<file path="src/rtl/muldiv_ctrl.sv">
// Sequencer for the shared multiply/divide unit: starts the selected unit, times its latency,
// then drives the HI/LO selects and a one-cycle write. Optional macro: DIVZERO_TRAP_EN.
module muldiv_ctrl #(
    parameter int MULT_CYCLES = 32,
    parameter int DIV_CYCLES  = 32
) (
    input  logic clk,
    input  logic reset_n,
    input  logic mult_req,
    input  logic div_req,
    input  logic divisor_zero,
    output logic mult_go,
    output logic div_go,
    output logic lo_sel,
    output logic hi_sel,
    output logic hilo_we,
    output logic busy,
    output logic done,
    output logic div_zero_exc
);

    typedef enum logic [1:0] {
        ST_IDLE  = 2'd0,
        ST_MULT  = 2'd1,
        ST_DIV   = 2'd2,
        ST_WRITE = 2'd3
    } state_e;

    // The counter is loaded with N-1 so that the run state lasts exactly N cycles.
    localparam logic [5:0] MULT_LOAD = 6'(MULT_CYCLES - 1);
    localparam logic [5:0] DIV_LOAD  = 6'(DIV_CYCLES - 1);

    state_e     state_q;
    logic [5:0] cnt_q;
    logic       mult_go_q;
    logic       div_go_q;
    logic       sel_q;
    logic       hilo_we_q;
    logic       busy_q;
    logic       done_q;
    logic       div_zero_exc_q;
    logic       trap_req;

`ifdef DIVZERO_TRAP_EN
    assign trap_req = divisor_zero;
`else
    logic unused_divisor_zero;
    assign unused_divisor_zero = divisor_zero;
    assign trap_req            = 1'b0;
`endif

    always_ff @(posedge clk or negedge reset_n) begin
        if (!reset_n) begin
            state_q        <= ST_IDLE;
            cnt_q          <= '0;
            mult_go_q      <= 1'b0;
            div_go_q       <= 1'b0;
            sel_q          <= 1'b0;
            hilo_we_q      <= 1'b0;
            busy_q         <= 1'b0;
            done_q         <= 1'b0;
            div_zero_exc_q <= 1'b0;
        end else begin
            // Pulse outputs default low; only the transitions below raise them.
            mult_go_q      <= 1'b0;
            div_go_q       <= 1'b0;
            hilo_we_q      <= 1'b0;
            done_q         <= 1'b0;
            div_zero_exc_q <= 1'b0;
            unique case (state_q)
                ST_IDLE: begin
                    if (mult_req) begin
                        state_q   <= ST_MULT;
                        cnt_q     <= MULT_LOAD;
                        mult_go_q <= 1'b1;
                        sel_q     <= 1'b0;
                        busy_q    <= 1'b1;
                    end else if (div_req) begin
                        sel_q  <= 1'b1;
                        busy_q <= 1'b1;
                        if (trap_req) begin
                            // Skip the divider entirely; WRITE then reports without writing HI/LO.
                            state_q        <= ST_WRITE;
                            done_q         <= 1'b1;
                            div_zero_exc_q <= 1'b1;
                        end else begin
                            state_q  <= ST_DIV;
                            cnt_q    <= DIV_LOAD;
                            div_go_q <= 1'b1;
                        end
                    end
                end
                ST_MULT, ST_DIV: begin
                    if (cnt_q == 6'd0) begin
                        state_q   <= ST_WRITE;
                        hilo_we_q <= 1'b1;
                        done_q    <= 1'b1;
                    end else begin
                        cnt_q <= cnt_q - 6'd1;
                    end
                end
                ST_WRITE: begin
                    state_q <= ST_IDLE;
                    busy_q  <= 1'b0;
                end
                default: begin
                    state_q <= ST_IDLE;
                    busy_q  <= 1'b0;
                end
            endcase
        end
    end

    assign mult_go      = mult_go_q;
    assign div_go       = div_go_q;
    assign lo_sel       = sel_q;
    assign hi_sel       = sel_q;
    assign hilo_we      = hilo_we_q;
    assign busy         = busy_q;
    assign done         = done_q;
    assign div_zero_exc = div_zero_exc_q;

endmodule
</file>
<file path="config.mk">
export PLATFORM = sky130hd
export DESIGN_NAME = muldiv_ctrl
export DESIGN_NICKNAME = d
export VERILOG_FILES = /design/src/rtl/muldiv_ctrl.sv
export SDC_FILE = /design/constraint.sdc
export NUM_CORES = 1
export LEC_CHECK = 0
export ABC_AREA = 1
export CORE_ASPECT_RATIO = 1.2
export CORE_MARGIN = 5
export CORE_UTILIZATION = 51
export DETAILED_ROUTE_END_ITERATION = 10
export GPL_TIMING_DRIVEN = 1
export PLACE_DENSITY_LB_ADDON = 0.25
export SLEW_MARGIN = 25
export SYNTH_ARGS = -nofsm -noshare
export SYNTH_HDL_FRONTEND = slang
export SYNTH_SLANG_ARGS = --single-unit
</file>
<file path="constraint.sdc">
create_clock -name clk -period 1.85 [get_ports clk]
set_clock_uncertainty 0.15 [all_clocks]
set_input_delay 0.4625 -clock clk [delete_from_list [all_inputs] [get_ports clk]]
set_output_delay 0.4625 -clock clk [all_outputs]
set_load 0.1 [all_outputs]
</file>
# After elaboration in Yosys (flattened, before gate mapping)
# Index checks and enable logic that the tools add are counted.
# Widths: inputs -> output; s select.
[word_totals] inputBits=5 output_inout_bits=8 elab_cells=43 ff_bits=13
[op_classes] mux=19 n_eq_ne=6 add_sub_neg=1 n_reduce_logical=10
[ops] operator="$mux 6" count=3
[ops] operator="$pmux 6 s2" count=1
[ops] operator="$mux 1" count=10
[ops] operator="$logic_not 6->1" count=1
[ops] operator="$mux 2" count=3
[ops] operator="$pmux 2 s3" count=1
[ops] operator="$reduce_and 2->1" count=3
[ops] operator="$reduce_bool 2->1" count=3
[ops] operator="$sub 6x1->6 const B" count=1
[ops] operator="$eq 2x2->1 const B" count=2
[ops] operator="$ne 2x2->1 const B" count=2
[ops] operator="$ne 3x3->1 const B" count=1
[ops] operator="$reduce_and 3->1" count=1
[ops] operator="$eq 2x1->1 const B" count=1
[ops] operator="$logic_not 2->1" count=1
[ops] operator="$pmux 1 s2" count=1
[ops] operator="$reduce_or 2->1" count=1

# Depth between registers and ports, before layout
[depth] ltp_word=4 depth_mapped=8 depth_no_buf=8

# Least setup slack after synthesis
# OpenSTA, ideal clock, no wires.
[synth_path] path_type="register -> output" from="register sel_q, in the netlist hi_sel" to="output port lo_sel" path_buffers=1 t_required_ns=1.237 path_stages_with_launch=2 setup_slack_ns=-0.098 arrival_time_ns=1.336 cell_sequence="dfrtp_1 > buf_4"
[synth_rtl] element="start, declared" line="37" rtl="logic sel_q;"
[synth_rtl] element="start signal, assigned" line="58" rtl="sel_q <= 1'b0;"
[synth_rtl] element="start signal, assigned" line="76" rtl="sel_q <= 1'b0;"
[synth_rtl] element="start signal, assigned" line="79" rtl="sel_q <= 1'b1;"
[synth_rtl] element="end, declared" line="14" rtl="output logic lo_sel,"
# No word-level cell between the ends.

# Worst setup path in the final report
[layout_path] from="register state_q[0]" to="register cnt_q[4]"
[layout_between] elab_chain_cells=4 word_cells_on_any_way=9 cone_classes="eq/ne: 4; mux: 1; reduce/logical: 4"
[layout_rtl] element="start, declared" line="33" rtl="state_e state_q;"
[layout_rtl] element="start signal, assigned" line="54" rtl="state_q <= ST_IDLE;"
[layout_rtl] element="start signal, assigned" line="73" rtl="state_q <= ST_MULT;"
[layout_rtl] element="start signal, assigned" line="83" rtl="state_q <= ST_WRITE;"
[layout_rtl] element="$eq 2x1->1 / $eq 2x2->1 (equally long branches)" line="70" rtl="unique case (state_q)"
[layout_rtl] element="$reduce_or 2->1" line="70"
[layout_rtl] element="$ne 2x2->1 (no source line) / $reduce_bool 2->1 (equally long branches)"
[layout_rtl] element="$reduce_and 3->1 (no source line)"
[layout_rtl] element="end signal, assigned" line="99" rtl="cnt_q <= cnt_q - 6'd1;"
[layout_rtl] element="end, declared" line="34" rtl="logic [5:0] cnt_q;"
# Several ways; a longest one is shown, not always the timed one.
# A chain may end at the register's enable or synchronous reset.

==> out/metrics.cfg <==
[global_routing]
grt_pass1_wl_mm = 2.78
antenna_found_initial = 0
use_met2_pct = 26.6
first_global_vias = 670
grt-busiest-layer = met2
grt_use_met3_pct = 2.04
grt_util_met1_pct = 18.1
grt_use_total_pct = 15.8
grt_max_degree = 14
overflow = 0

[cts]
cts_made_buffers = 3
postCtsSetupRepairBufs = 0
cts_tree = built
postCtsResizedCells = 0
cts.clk_slew.worst_paths_ns = 0.07
clk_latency_ns = 0.27
holdBufCountCts = 0
h-tree-depth = 1
clock_sinks = 13
clockBufferDepth = 2
clockRootBuffer = clkbuf_4

[die]
num_rows = 15
initial_core_util_pct = 54.6
die_x_um = 46.1
coreArea_mm2 = 0.00146
dieArea_mm2 = 0.00246
ios = 13
die_h_um = 53.4

[route]
dr.pass1.iters = 4
drt_iter0_drc = 11
dr_total_vias = 659
drc_errors = 0
vias_per_cell = 4.99
drt_wl_total_mm = 1.55
postRouteAntennaNets = 0
wire_per_inst_um = 11.7

[final_layout]
instances_no_fill = 132
diodes = 0
final_nets = 126
fin_util_pct = 68.6
fill_cells = 121
seqCellArea_um2 = 328
drive_gt1_share_pct = 18.3
syn2layout_area_growth_pct = 25.7
multiInputGateArea_um2 = 384

[sta]
fmax_mhz = 620
setup_viol = 0
finalWorstSetupSlack_ns = 0.236
fin_setup_tns_ns = 0
fin_crit_sh_pct = 87.2
grt_setup_unrepaired = no
final_hold_viol_count = 0
drv_slew = 0
period_needed_ns = 1.61

[yosys]
ys_types = 18
synth_edf_count = 0
ys_seq_area_share_pct = 40.7
avgSynthCellArea_um2 = 7.76
synth_warnings = 0
synth_commonest_cells = nand2_1, inv_1, nand3_1, dfrtp_1, nor2_1
synth_ff_type = dfrtp_1
syn_area_um2 = 800
postSynth.asyncResetShare_pct = 100
yosysTopAreaCell = dfrtp_1
syn_inst = 103
yosys.cell_count.top_type = nand2_1
synth_seq_cells = 13
yosys-top-cells-area = dfrtp_1, nand2_1, nand3_1
yosys.area.top_type_share_pct = 40.7
synth_nets = 113

[setup_path]
crit_path_end = cnt_q[4]$_DFFE_PN0P_
ff2ff_path_depth = 7
critPathArrivalTime_ns = 1.68
end_kind = flip-flop
timing_worst_setup_path_type = flip-flop to flip-flop
critPathLaunch = state_q[0]$_DFFE_PN0P_
rr_endpoint = cnt_q[4]$_DFFE_PN0P_
reg2reg_setup_slack_ns = 0.24
timing.rr.start = state_q[0]$_DFFE_PN0P_
path_max_fanout = 6
start_kind = flip-flop
cp.required_ns = 1.91

[placed_design]
dp_hpwl_mm = 1.29
pre_cts_slack_ns = 0.00286
io_buffer_count = 10
place.gp.congestion = 0.819
place_inst = 128

[job]
maxCapViolCount = 0

[hold_path]
holdCritPathClass = input port to asynchronous set/reset pin

[run_status]
status = finished clean

-- metal layers --
metal	share of wire [%]	wire (um)
met4	3.0	46
met1	40	618
met5	0	0
met2	55	851
met3	2.1	32
-- how the worst min path moves through the flow --
| stage | end | slack, ns | depth (start not counted) |
|---|---|---|---|
| finish | state_q[1]$_DFFE_PN0P_ | 0.34 | 2 |
| global route | state_q[1]$_DFFE_PN0P_ | 0.36 | 2 |
| CTS | state_q[1]$_DFFE_PN0P_ | 0.35 | 2 |
| detailed placement | state_q[0]$_DFFE_PN0P_ | 0.35 | 2 |
| global placement | cnt_q[0]$_DFFE_PN0P_ | 0.32 | 1 |
| floorplan | busy$_DFFE_PN0P_ | 0.02 | 0 |
-- logic make-up after synthesis --
| kind of cell | after synthesis | share of synthesized area [%] |
|---|---|---|
| other cells | 1 | 0.469 |
| fa+ha+maj | 5 | 7.82 |
| flops | 13 | 40.7 |
| compound gates | 5 | 3.91 |
| simple gates | 59 | 35.8 |
| buf+inv | 20 | 11.3 |
-- stage by stage --
step	hold slack [ns]	area, um2
floorplan	0.0169	802
global placement	0.319	978
detailed placement	0.347	978
CTS	0.346	1000
global route	0.364	1000
finish	0.341	1000
-- worst max-delay path: stages, from the launching register on --
cell     delay, ns
dfrtp_1       0.38
inv_1         0.07
ha_1          0.34
buf_4         0.18
nand4_4       0.16
nand2_4       0.13
nand2_1       0.07
nand2_1       0.07
-- layout by cell type (no fill, tap or decap) --
cell type,Yosys,routed
nand4_4,1,1
buf_12,0,7
nor2_1,6,6
dfrtp_1,13,11
nand2_1,32,32
nand2_4,1,1
clkbuf_1,0,1
nor2_4,2,2
o31ai_1,1,1
o21ai_2,1,1
buf_4,4,2
clkbuf_4,0,3
conb_1,1,1
nand3_1,14,14
ha_1,5,5
nor2_2,1,1
inv_1,15,15
or2_1,1,1
dfrtp_2,0,2
inv_2,1,1
o21ai_0,3,3
nand4_1,1,1
clkdlybuf4s50_1,0,3
-- sequential cells by signal, summed over array words and instances, names as in the netlist --
signal / cells
done: 1
busy: 1
mult_go: 1
state_q: 2
cnt_q: 6
hi_sel: 1
div_go: 1
-- layout make-up --
class | count | share of cell area [%]
Inverter | 16 | 5.98
Timing Repair Buffer | 12 | 18.4
Sequential cell | 13 | 32.6
Tap cell | 17 | 2.12
Clock buffer | 4 | 2.62
Multi-Input combinational cell | 70 | 38.2
Power is not shown: default switching activity piles up to over one toggle a cycle in this logic, so the estimate is an artifact.
